--- src/rtl/fp_norm_round.sv ---
// fp_norm_round: add/sub back end.
// Normalizes one shift per cycle, rounds to nearest-even, packs IEEE single.
module fp_norm_round #(
    parameter int EXP_W  = 8,
    parameter int FRAC_W = 23,
    parameter int MANT_W = 28
) (
    input  logic                    clk,
    input  logic                    rst_n,
    input  logic                    in_valid,
    output logic                    in_ready,
    input  logic                    sign_in,
    input  logic [EXP_W-1:0]        exp_in,
    input  logic [MANT_W-1:0]       mant_in,
    input  logic                    co_in,
    output logic                    out_valid,
    input  logic                    out_ready,
    output logic [EXP_W+FRAC_W:0]   result,
    output logic                    overflow,
    output logic                    underflow,
    output logic                    inexact
);

    typedef enum logic [2:0] {
        S_IDLE,
        S_CARRY,
        S_NORM,
        S_ROUND,
        S_DONE
    } state_t;

    state_t                 r_state;
    state_t                 w_next;

    logic                   r_sign;
    logic                   r_co;
    logic [EXP_W:0]         r_exp;
    logic [MANT_W-1:0]      r_mant;
    logic [EXP_W+FRAC_W:0]  r_result;
    logic                   r_ovf;
    logic                   r_unf;
    logic                   r_inx;

    logic                   w_stop;
    logic                   w_up;
    logic [FRAC_W+1:0]      w_m;
    logic                   w_int;
    logic [EXP_W:0]         w_rexp;
    logic [FRAC_W-1:0]      w_rfrac;
    logic                   w_ovf;
    logic                   w_inx;
    logic [EXP_W-1:0]       w_efield;
    logic [EXP_W+FRAC_W:0]  w_res;
    logic                   w_unf;

    // normalization ends on zero, a set integer bit, or the denormal floor
    assign w_stop = ~|r_mant | r_mant[MANT_W-1] | (r_exp == (EXP_W+1)'(1));

    // round-to-nearest-even and packing of the normalized mantissa
    always_comb begin
        w_up     = r_mant[3] & ((|r_mant[2:0]) | r_mant[4]);
        w_m      = {1'b0, r_mant[MANT_W-1:4]} + {{(FRAC_W+1){1'b0}}, w_up};
        w_int    = w_m[FRAC_W+1] | w_m[FRAC_W];
        w_rexp   = r_exp;
        w_rfrac  = w_m[FRAC_W-1:0];
        if (w_m[FRAC_W+1]) begin
            w_rexp  = r_exp + (EXP_W+1)'(1);
            w_rfrac = '0;
        end
        w_inx    = |r_mant[3:0];
        w_ovf    = (w_rexp >= {1'b0, {EXP_W{1'b1}}});
        w_efield = w_int ? w_rexp[EXP_W-1:0] : '0;
        w_res    = {r_sign, w_efield, w_rfrac};
        if (w_ovf) begin
            w_res    = {r_sign, {EXP_W{1'b1}}, {FRAC_W{1'b0}}};
            w_inx    = 1'b1;
            w_efield = {EXP_W{1'b1}};
        end
        w_unf    = (w_efield == '0) & w_inx;
    end

    // state register
    always_ff @(posedge clk or negedge rst_n) begin
        if (!rst_n) r_state <= S_IDLE;
        else        r_state <= w_next;
    end

    // next-state decode
    always_comb begin
        w_next = r_state;
        unique case (r_state)
            S_IDLE:  if (in_valid) w_next = S_CARRY;
            S_CARRY: w_next = S_NORM;
            S_NORM:  if (w_stop) w_next = S_ROUND;
            S_ROUND: w_next = S_DONE;
            S_DONE:  if (out_ready) w_next = S_IDLE;
            default: w_next = S_IDLE;
        endcase
    end

    // datapath: capture, carry fold, shift, and result registers
    always_ff @(posedge clk or negedge rst_n) begin
        if (!rst_n) begin
            r_sign   <= 1'b0;
            r_co     <= 1'b0;
            r_exp    <= '0;
            r_mant   <= '0;
            r_result <= '0;
            r_ovf    <= 1'b0;
            r_unf    <= 1'b0;
            r_inx    <= 1'b0;
        end else begin
            case (r_state)
                S_IDLE: if (in_valid) begin
                    r_sign <= sign_in;
                    r_co   <= co_in;
                    r_exp  <= {1'b0, exp_in};
                    r_mant <= mant_in;
                end
                S_CARRY: if (r_co) begin
                    r_mant <= {1'b1, r_mant[MANT_W-1:2], |r_mant[1:0]};
                    r_exp  <= r_exp + (EXP_W+1)'(1);
                end
                S_NORM: if (!w_stop) begin
                    r_mant <= r_mant << 1;
                    r_exp  <= r_exp - (EXP_W+1)'(1);
                end
                S_ROUND: begin
                    r_result <= w_res;
                    r_ovf    <= w_ovf;
                    r_unf    <= w_unf;
                    r_inx    <= w_inx;
                end
                default: ;
            endcase
        end
    end

    assign in_ready  = (r_state == S_IDLE);
    assign out_valid = (r_state == S_DONE);
    assign result    = r_result;
    assign overflow  = r_ovf;
    assign underflow = r_unf;
    assign inexact   = r_inx;

endmodule
--- config.mk ---
export PLATFORM = sky130hd
export DESIGN_NAME = fp_norm_round
export DESIGN_NICKNAME = d
export VERILOG_FILES = /design/src/rtl/fp_norm_round.sv
export SDC_FILE = /design/constraint.sdc
export NUM_CORES = 1
export LEC_CHECK = 0
export CORE_AREA = 5 5 121 123
export CTS_BUF_LIST = sky130_fd_sc_hd__clkbuf_8
export DETAILED_ROUTE_END_ITERATION = 12
export DIE_AREA = 0 0 126 128
export GPL_TIMING_DRIVEN = 1
export PLACE_DENSITY_LB_ADDON = 0.12
export SLEW_MARGIN = 5
export SYNTH_ARGS = -nofsm -noshare
export SYNTH_HDL_FRONTEND = slang
export SYNTH_SLANG_ARGS = --single-unit
--- constraint.sdc ---
create_clock -name clk -period 2.65 [get_ports clk]
set_input_delay 0.53 -clock clk [delete_from_list [all_inputs] [get_ports clk]]
set_output_delay 0.53 -clock clk [all_outputs]
set_load 0.01 [all_outputs]
==> flow_metrics.env, run 1 <==
export IMPL_synth_edf_count=0
export IMPL_fin_crit_ns=2.50
export IMPL_tightest_slew_ns=0.602
export IMPL_cts_resized=0
export IMPL_grt_pass1_wl_um=23800
export IMPL_io_buffers=78
export IMPL_cp_start_kind="flip-flop"
export IMPL_synth_cell_type_count=57
export IMPL_clk_pin_slew_ns=0.08
export IMPL_wl_um=14400
export IMPL_yosysWarnings=0
export IMPL_period_share_pct=94.5
export IMPL_rows=43
export IMPL_synth_main_ff_cell="dfrtp_1"
export IMPL_post_route_util_pct=43.4
export IMPL_gp_congestion=0.858
export IMPL_coreArea_sq_um=13600
export IMPL_critPathKind="reg -> reg"
export IMPL_rsz0062_at_grt="no"
export IMPL_fmax_mhz=399
export IMPL_nFillCells=1417
export IMPL_p_leak_nw=2.34
export IMPL_diodes=0
export IMPL_finalSetupViolCount=0
export IMPL_async_reset_ff_share_pct=100
export IMPL_cts_tree="yes"
export IMPL_cts_buffers=9
export IMPL_final_hold_viol_count=0
export IMPL_grt_pass1_vias=4536
export IMPL_die_y_um=128
export IMPL_total_power_w=0.00804
export IMPL_antenna_found_initial=0
export IMPL_dr_pass1_iters=5
export IMPL_drive_gt1_share_pct=11.3
export IMPL_synth_cells=531
export IMPL_finalInstanceArea_sq_um=5890
export IMPL_syn_area_per_cell_sq_um=8.59
export IMPL_vias_per_cell=5.43
export IMPL_syn_cell_area_sq_um=4560
export IMPL_ys_seq_area_share_pct=42.3
export IMPL_drt_iter0_drc=305
export IMPL_relSlewSlack_pct=59.7
export IMPL_path_max_fanout=22
export IMPL_nets=652
export IMPL_vias=4297
export IMPL_ys_ff_latch=77
export IMPL_dpl_cell_count=775
export IMPL_die_x_um=126
export IMPL_grt_max_degree=42
export IMPL_reg2reg_slack_ns=0.15
export IMPL_floorplan_die_area_sq_um=16100
export IMPL_power_density_nw_per_um2=1370
export IMPL_worstPathArrival_ns=2.78
export IMPL_critical_path_required_ns=2.93
export IMPL_ir_drop_v=0.000551
export IMPL_cap_violations=0
export IMPL_slew_viol_final=0
export IMPL_place_area_sq_um=5650
export IMPL_ant_nets=0
export IMPL_worstSkewPairLatency_ns=0.36
export IMPL_htree_levels=3
export IMPL_dpl_hpwl_um=10400
export IMPL_crit_path_end_kind="flip-flop"
export IMPL_clk_path_buf_depth=2
export IMPL_tns_ns=0
export IMPL_fin_skew_ns=0.00456
export IMPL_hp_class="in -> async"
export IMPL_overflow=0
export IMPL_ioPinCount=79
export IMPL_syn_nets=577
export IMPL_drc=0
export IMPL_cts_num_sinks=77
export IMPL_wl_per_cell_um=18.3
export IMPL_cts_root_buf="clkbuf_8"
export IMPL_postCtsSetupBuffers=0
export IMPL_holdBufCountCts=0
export IMPL_final_cells=791
export IMPL_track_usage_pct=18.4
export IMPL_status="complete, no violations"
export IMPL_start_util_pct=33.6
export IMPL_syn_to_final_growth_pct=29.1
[cells in the final DEF (no fill, tap or decap), types with 3 or more instances in the layout]
cell type,instances
nand2_1,78
dfrtp_1,77
clkdlybuf4s50_1,77
nor2_1,46
buf_4,41
o21ai_0,36
a22oi_1,27
a31oi_1,27
nand3_1,21
xnor2_1,14
xor2_1,14
a21oi_1,12
inv_1,11
nor3_1,10
nor4_1,10
o22a_1,10
clkbuf_8,10
nand4_1,7
a22o_1,7
and2_1,6
or3_1,6
o221ai_1,4
ha_1,4
a41oi_1,3
o211ai_1,3
and3_1,3
a32oi_1,3
bufinv_16,3
[final timing paths]
| kind | end | depth (start not counted) | from |
|---|---|---|---|
| max | r_exp[8]$_DFFE_PN0P_ | 8 | r_exp[1]$_DFFE_PN0P_ |
| min | result[21]$_DFFE_PN0P_ | 1 | rst_n |
| max reg2reg | r_exp[8]$_DFFE_PN0P_ | 8 | r_exp[1]$_DFFE_PN0P_ |
| min reg2reg | result[31]$_DFFE_PN0P_ | 2 | r_sign$_DFFE_PN0P_ |
| max in group asynchronous | r_mant[10]$_DFFE_PN0P_ | 2 | rst_n |
| min in group clk | result[31]$_DFFE_PN0P_ | 2 | r_sign$_DFFE_PN0P_ |
[registers in the layout, indices dropped and copies added, names as in the netlist]
register,cells
overflow,1
r_co,1
r_mant,28
r_exp,9
result,32
inexact,1
underflow,1
r_sign,1
r_state,3
[final cells by class]
cell class	instances	area, sq um	area share [%]
Sequential cell	77	1930	32.7
Tap cell	180	225	3.83
Timing Repair Buffer	119	1100	18.7
Multi-Input combinational cell	390	2360	40.1
Clock buffer	10	138	2.34
Inverter	9	33.8	0.574
Clock inverter	6	103	1.74
[report_power, final]
part | switching (W) | internal (W) | total [W]
Combinational | 0.00251 | 0.00201 | 0.00452
Clock | 0.000458 | 0.000644 | 0.00110
Sequential | 0.000635 | 0.00179 | 0.00242
Total | 0.00360 | 0.00444 | 0.00804
[Yosys cell counts (2+ instances only)]
cell type,number,area (sq um)
nand2_1,78,293
dfrtp_1,77,1930
nor2_1,47,176
o21ai_0,36,180
clkbuf_1,28,105
a22oi_1,27,203
a31oi_1,27,169
buf_2,22,110
nand3_1,21,105
xnor2_1,14,123
xor2_1,14,123
a21oi_1,12,60.1
nor3_1,10,50.1
nor4_1,10,62.6
o22a_1,10,87.6
inv_1,9,33.8
a22o_1,7,61.3
nand4_1,7,43.8
and2_1,6,37.5
or3_1,6,37.5
ha_1,4,50.1
o221ai_1,4,35.0
a211oi_1,3,22.5
a32oi_1,3,26.3
a41oi_1,3,26.3
and3_1,3,18.8
o211ai_1,3,22.5
buf_4,2,15.0
buf_6,2,22.5
mux2_2,2,22.5
mux2i_1,2,20.0
nand2b_1,2,12.5
nor2b_1,2,12.5
nor3_2,2,20.0
nor3b_1,2,15.0
o31ai_1,2,15.0
or4_1,2,15.0
[cell families (layout without fill, tap and decap cells)]
family	Yosys count	in the layout	synth area share [%]
and+or+nand+nor	206	206	22.0
AOI/OAI and AO/OA	148	148	21.9
DFF	77	77	42.3
buffers and inverters	64	144	6.39
xor gates and xnor gates	28	28	5.38
adders and majority gates	4	4	1.10
muxes	4	4	0.933
[per-layer routing]
metal / up-vias / track usage, % / wire length [um]
met3: 18 / 2.96 / 625
met4: 0 / 6.94 / 264
li1: 2058 / - / -
met5: - / 0 / 0
met2: 121 / 31.6 / 7230
met1: 2100 / 23.4 / 6320
[metrics by stage]
| stage | hold slack, ns | setup slack (ns) |
|---|---|---|
| after global routing | 0.193 | 0.0268 |
| after detailed placement | 0.458 | 0.106 |
| after CTS | 0.159 | 0.164 |
| final | 0.156 | 0.146 |
| after floorplan | 0.234 | 0.202 |
| after global placement | 0.451 | 0.162 |
[worst max-delay path: stages, from the launching register on]
cell	delay, ns
dfrtp_1	0.35
inv_1	0.06
ha_1	0.19
a41oi_1	0.34
o211ai_1	0.24
a211oi_4	0.62
buf_4	0.36
a21oi_1	0.10
a41oi_1	0.16
Power figures use the tool's default switching activity.
==> run 2: changes to the inputs <==
Settings changed: ABC_AREA set to 1, CORE_AREA 5 5 121 123 to 5 5 123 125, DIE_AREA 0 0 126 128 to 0 0 128 130.
==> run 2 against run 1 <==
Die area up 3.2%. Fmax up 3.9%. Synthesized area up 3.6%. Critical path depth up 9. Flip-flop and latch count unchanged. Worst hold slack worse by 0.037 ns. Cell area up 1.4%. Core utilization down 0.088 points. Clock power down 4%. Combinational power down 9.7%. Critical path type unchanged.
==> flow_metrics.env, run 2 <==
export IMPL_status="complete, no violations"
export IMPL_swShare_pct=48.3
export IMPL_drc=0
export IMPL_power_density_nw_per_um2=1260
export IMPL_clk_path_buf_depth=2
export IMPL_ys_seq_area_share_pct=40.8
export IMPL_coreArea_sq_um=13800
export IMPL_io_buffers=78
export IMPL_relSlewSlack_pct=53.2
export IMPL_yosys_top_cells_area="dfrtp_1, nand2_1, inv_1"
export IMPL_fmax_mhz=415
export IMPL_holdBufCountCts=0
export IMPL_fin_skew_ns=0.0152
export IMPL_ir_drop_v=0.000653
export IMPL_overflow=0
export IMPL_netlist_area_leader_share_pct=40.8
export IMPL_cts_num_sinks=77
export IMPL_drt_iter0_drc=323
export IMPL_dr_pass1_iters=8
export IMPL_drive_gt1_share_pct=7.96
export IMPL_yosys_cell_count_top_type="nand2_1"
export IMPL_critPathKind="reg -> reg"
export IMPL_rows=43
export IMPL_ioPinCount=79
export IMPL_die_y_um=130
export IMPL_tns_ns=0
export IMPL_dpl_hpwl_um=11000
export IMPL_period_share_pct=90.9
export IMPL_syn_cell_area_sq_um=4720
export IMPL_vias_per_cell=5.10
export IMPL_netSwitchingPower_w=0.00363
export IMPL_synth_cells=651
export IMPL_combPwrFrac_pct=54.3
export IMPL_worstPathArrival_ns=2.72
export IMPL_p_int_w=0.00388
export IMPL_cts_buffers=9
export IMPL_hp_class="in -> async"
export IMPL_synth_main_ff_cell="dfrtp_1"
export IMPL_wl_per_cell_um=16.3
export IMPL_fin_crit_ns=2.41
export IMPL_slew_viol_final=0
export IMPL_async_reset_ff_share_pct=100
export IMPL_vias=4633
export IMPL_die_x_um=128
export IMPL_synth_edf_count=0
export IMPL_cts_root_buf="clkbuf_8"
export IMPL_syn_to_final_growth_pct=26.4
export IMPL_mostFrequentLayoutCell="nand2_1"
export IMPL_p_clk_share_pct=14.1
export IMPL_synth_cell_type_count=38
export IMPL_yosysWarnings=0
export IMPL_largest_reg_flops=32
export IMPL_tightest_slew_ns=0.702
export IMPL_start_util_pct=34.3
export IMPL_final_cell_mix="nand2_1, dfrtp_1, clkdlybuf4s50_1"
export IMPL_p_leak_nw=2.75
export IMPL_diodes=0
export IMPL_syn_nets=697
export IMPL_worstSkewPairLatency_ns=0.38
export IMPL_clk_pin_slew_ns=0.10
export IMPL_ant_nets=0
export IMPL_grt_pass1_wl_um=23700
export IMPL_htree_levels=3
export IMPL_grt_pass1_vias=4549
export IMPL_yosysTopAreaCell="dfrtp_1"
export IMPL_cts_tree="yes"
export IMPL_grt_max_degree=54
export IMPL_startpoint="r_mant[3]$_DFFE_PN0P_"
export IMPL_cap_violations=0
export IMPL_wl_um=14900
export IMPL_track_usage_pct=18.2
export IMPL_crit_path_end_kind="flip-flop"
export IMPL_gp_congestion=0.886
export IMPL_rsz0062_at_grt="no"
export IMPL_syn_area_per_cell_sq_um=7.25
export IMPL_final_hold_viol_count=0
export IMPL_antenna_found_initial=0
export IMPL_path_max_fanout=10
export IMPL_floorplan_die_area_sq_um=16600
export IMPL_critical_path_required_ns=2.96
export IMPL_reg2reg_from="r_mant[3]$_DFFE_PN0P_"
export IMPL_ys_ff_latch=77
export IMPL_synthTopCellsByCount="nand2_1, dfrtp_1, inv_1, nor2_1, o21ai_0"
export IMPL_nets=770
export IMPL_finalSetupViolCount=0
export IMPL_post_route_util_pct=43.3
export IMPL_seqPwrFrac_pct=31.6
export IMPL_cp_start_kind="flip-flop"
## run 2: changes by cell type after synthesis, sizes merged, moves of 8 or more
cell,delta
a21oi,+28
a22oi,-27
a31oi,-26
buf,-19
inv,+51
nand2,+119
nand3,+22
nor2,+14
nor4,-8
o22a,-10
o22ai,+27
xnor2,-14
## run 2: cell families after synthesis
group / Yosys count / share of synthesized area, %
compound gates: 122 / 14.5
xor+xnor: 19 / 3.52
fa+ha+maj: 4 / 1.06
buf+inv: 91 / 7.76
flops: 77 / 40.8
mux: 1 / 0.238
simple gates: 337 / 32.1
## run 2: worst paths after layout
path | endpoint | depth (start not counted) | slack, ns
setup / recovery | result[12]$_DFFE_PN0P_ | 17 | 0.24
hold / removal | r_mant[15]$_DFFE_PN0P_ | 1 | 0.12
setup reg to reg | result[12]$_DFFE_PN0P_ | 17 | 0.24
hold reg to reg | underflow$_DFFE_PN0P_ | 2 | 0.49
max in group asynchronous | result[24]$_DFFE_PN0P_ | 2 | 1.95
min in group clk | underflow$_DFFE_PN0P_ | 2 | 0.49
## run 2: per-stage QoR
stage	cells	total power, W	instance area, sq um	hold WS [ns]	setup WS [ns]
3_5_place_dp	891	0.00646	5710	0.468	0.252
4_1_cts	907	0.00754	5940	0.125	0.214
6_report	909	0.00751	5970	0.120	0.241
2_1_floorplan	651	0.00489	4720	0.234	0.517
3_3_place_gp	891	0.00642	5710	0.464	0.310
5_1_grt	909	0.00816	5970	0.152	0.00277
## run 2: cell type report
cell class,instances,area (sq um)
fillers,1458,7800
multi-input cells,484,2450
flip-flops and latches,77,1930
repair buffers,92,908
inverters,60,225
well taps,180,225
clock buffers,9,124
clock inverters,7,106
## run 2: what timing repair did
action	CTS	global route
setup buffers	0	1
gates resized for setup	0	1
setup endpoints to repair	0	14
## run 2: power groups by stage
stage | clock, W | sequential (W) | combinational (W)
CTS | 0.00109 | 0.00237 | 0.00409
finish | 0.00106 | 0.00237 | 0.00408
floorplan | 0 | 0.00224 | 0.00266
detailed placement | 0 | 0.00238 | 0.00407
global route | 0.00114 | 0.00245 | 0.00458
global placement | 0 | 0.00237 | 0.00405
## run 2: per-layer routing
metal	routed length, um	global-route usage, %
met5	0	0
met4	346	6.93
met3	693	3.36
met2	7080	30.5
met1	6740	23.4
## run 2: worst max-delay path: stages (launching register included)
cell and delay (ns):
dfrtp_1 0.41, nand2_1 0.07, inv_1 0.09, ha_1 0.16, nand2_1 0.11, nor2_4 0.15
nand2_2 0.13, nor2_2 0.14, nand3_4 0.15, nand2_1 0.09, nand2_1 0.07, nand2_1 0.08
nor2_1 0.05, nand2_2 0.10, nand2_4 0.11, inv_2 0.21, nand4_1 0.13, nand2_1 0.08
==> run 3: changes to the inputs <==
--- a/config.mk
+++ b/config.mk
@@ -7,4 +7,5 @@
 export LEC_CHECK = 0
 export ABC_AREA = 1
+export ABC_CLOCK_PERIOD_IN_PS = 2650
 export CORE_AREA = 5 5 123 125
 export CTS_BUF_LIST = sky130_fd_sc_hd__clkbuf_8
==> constraint.sdc (replaced) <==
create_clock -name clk -period 2.65 [get_ports clk]
set_input_delay 0.795 -clock clk [delete_from_list [all_inputs] [get_ports clk]]
set_output_delay 0.795 -clock clk [all_outputs]
set_load 0.01 [all_outputs]
==> run 3 against run 2 <==
First-iteration DRC count increased by 2.2%. Critical path depth shrank 13. Worst hold slack better by 0.28 ns. Critical path type is now reg -> out. Routed wire length grew 2.1%. Die area is the same. Critical endpoint is now in_ready. Sequential power hardly changed. Combinational power is 2% higher. Non-clock buffer count increased by 1. Cell area grew 0.31%. Largest power group unchanged. Core utilization rose by 0.14 points.
==> flow_metrics.env, run 3 (synthesis gave the netlist of run 2 again) <==
export IMPL_vias_per_cell=5.12
export IMPL_drive_gt1_share_pct=8.33
export IMPL_ir_drop_v=0.000622
export IMPL_seqPwrFrac_pct=31.4
export IMPL_drc=0
export IMPL_p_int_w=0.00383
export IMPL_coreArea_sq_um=13800
export IMPL_worstSkewPairLatency_ns=0.38
export IMPL_layout_setup_ws_ns=0.143
export IMPL_fin_skew_ns=0.0157
export IMPL_wl_per_cell_um=16.6
export IMPL_post_route_util_pct=43.5
export IMPL_place_ws_ns=0.221
export IMPL_rr_endpoint="result[30]$_DFFE_PN0P_"
export IMPL_netSwitchingPower_w=0.00364
export IMPL_fmax_mhz=399
export IMPL_clk_path_buf_depth=2
export IMPL_syn_to_final_growth_pct=26.8
export IMPL_final_hold_viol_count=0
export IMPL_slowest_stage="clkdlybuf4s50_1"
export IMPL_diodes=0
export IMPL_p_leak_nw=2.76
export IMPL_fin_crit_ns=2.51
export IMPL_largest_reg_flops=32
export IMPL_finalSetupViolCount=0
export IMPL_reg2reg_from="r_mant[4]$_DFFE_PN0P_"
export IMPL_path_max_fanout=4
export IMPL_cts_tree="yes"
export IMPL_antenna_found_initial=0
export IMPL_relSlewSlack_pct=52.4
export IMPL_status="complete, no violations"
export IMPL_rsz0062_at_grt="no"
export IMPL_tns_ns=0
export IMPL_nets=773
export IMPL_rows=43
export IMPL_io_buffers=78
export IMPL_die_y_um=130
export IMPL_cap_violations=0
export IMPL_ioPinCount=79
export IMPL_die_x_um=128
export IMPL_start_util_pct=34.3
export IMPL_period_share_pct=94.6
export IMPL_p_clk_share_pct=12.8
export IMPL_floorplan_die_area_sq_um=16600
export IMPL_startpoint="r_state[2]$_DFFE_PN0P_"
export IMPL_dr_pass1_iters=6
export IMPL_reg2reg_slack_ns=0.26
export IMPL_grt_pass1_wl_um=24500
export IMPL_grt_pass1_vias=4691
export IMPL_critical_path_endpoint="in_ready"
export IMPL_swShare_pct=48.8
export IMPL_wl_um=15200
export IMPL_rr_worst_depth=16
export IMPL_overflow=0
export IMPL_path_cells="nor2_1, inv_1, nor2_1, clkdlybuf4s50_1"
export IMPL_mostFrequentLayoutCell="nand2_1"
export IMPL_slew_viol_final=0
export IMPL_htree_levels=3
export IMPL_slowest_delay_ns=0.57
export IMPL_drt_iter0_drc=330
export IMPL_critPathKind="reg -> out"
export IMPL_critical_path_required_ns=1.86
export IMPL_cts_num_sinks=77
export IMPL_gp_congestion=0.892
export IMPL_power_density_nw_per_um2=1250
export IMPL_cpMostUsedCell="nor2_1"
export IMPL_crit_path_end_kind="output port"
export IMPL_hp_class="in -> async"
export IMPL_cts_buffers=9
export IMPL_track_usage_pct=18.7
export IMPL_cts_root_buf="clkbuf_8"
export IMPL_dpl_hpwl_um=11100
export IMPL_holdBufCountCts=0
export IMPL_clk_pin_slew_ns=0.09
export IMPL_vias=4670
export IMPL_worstPathArrival_ns=1.71
export IMPL_ant_nets=0
export IMPL_grt_max_degree=45
export IMPL_combPwrFrac_pct=55.7
export IMPL_final_cell_mix="nand2_1, dfrtp_1, clkdlybuf4s50_1"
export IMPL_tightest_slew_ns=0.713
export IMPL_cp_start_kind="flip-flop"
-- run 3: layer usage --
metal | share of wire [%] | track usage [%] | vias to the layer above
met5 | 0 | 0 | -
met4 | 2.4 | 6.37 | 0
met3 | 5.6 | 4.83 | 25
met2 | 48 | 31.5 | 145
met1 | 44 | 23.5 | 2189
li1 | - | - | 2311
-- run 3: repair_timing --
action / CTS / global route
hold endpoints to repair: 0 / 0
endpoints found under the setup margin: 0 / 28
resized for setup: 0 / 4
buffers inserted: 0 / 2
-- run 3: through the flow --
stage | area, sq um | total power, W | instances | hold WS [ns]
CTS | 5920 | 0.00746 | 907 | 0.399
finish | 5990 | 0.00747 | 912 | 0.397
global route | 5990 | 0.00816 | 912 | 0.430
floorplan | 4720 | 0.00489 | 651 | 0.453
global placement | 5710 | 0.00644 | 891 | 0.465
detailed placement | 5710 | 0.00647 | 891 | 0.466
-- run 3: layout make-up --
class                   instances  area (sq um)
well taps                     180           225
repair buffers                 93           916
clock inverters                 6          70.1
inverters                      60           228
clock buffers                  10           138
multi-input cells             486          2480
flip-flops and latches         77          1930
fillers                      1450          7790
-- run 3: power by group through the flow --
stage / Sequential, W / Combinational, W / Clock [W]
detailed placement: 0.00237 / 0.00410 / 0
finish: 0.00235 / 0.00416 / 0.000959
global route: 0.00244 / 0.00468 / 0.00104
CTS: 0.00235 / 0.00412 / 0.000992
global placement: 0.00236 / 0.00408 / 0
floorplan: 0.00224 / 0.00266 / 0
-- run 3: how the worst min path moves through the flow --
stage                           start  slack, ns                endpoint
6_report                        rst_n       0.40  result[10]$_DFFE_PN0P_
5_1_grt                         rst_n       0.43  result[10]$_DFFE_PN0P_
4_1_cts                         rst_n       0.40  result[10]$_DFFE_PN0P_
3_5_place_dp    result[0]$_DFFE_PN0P_       0.47   result[0]$_DFFE_PN0P_
3_3_place_gp   result[13]$_DFFE_PN0P_       0.46  result[13]$_DFFE_PN0P_
2_1_floorplan   r_mant[2]$_DFFE_PN0P_       0.45   r_mant[2]$_DFFE_PN0P_
-- run 3: worst max-delay path: cells and delay by family (launching register included) --
family                 cells  cell delay (ns)
and+or+nand+nor            2             0.27
DFF                        1             0.42
buffers and inverters      2             0.65
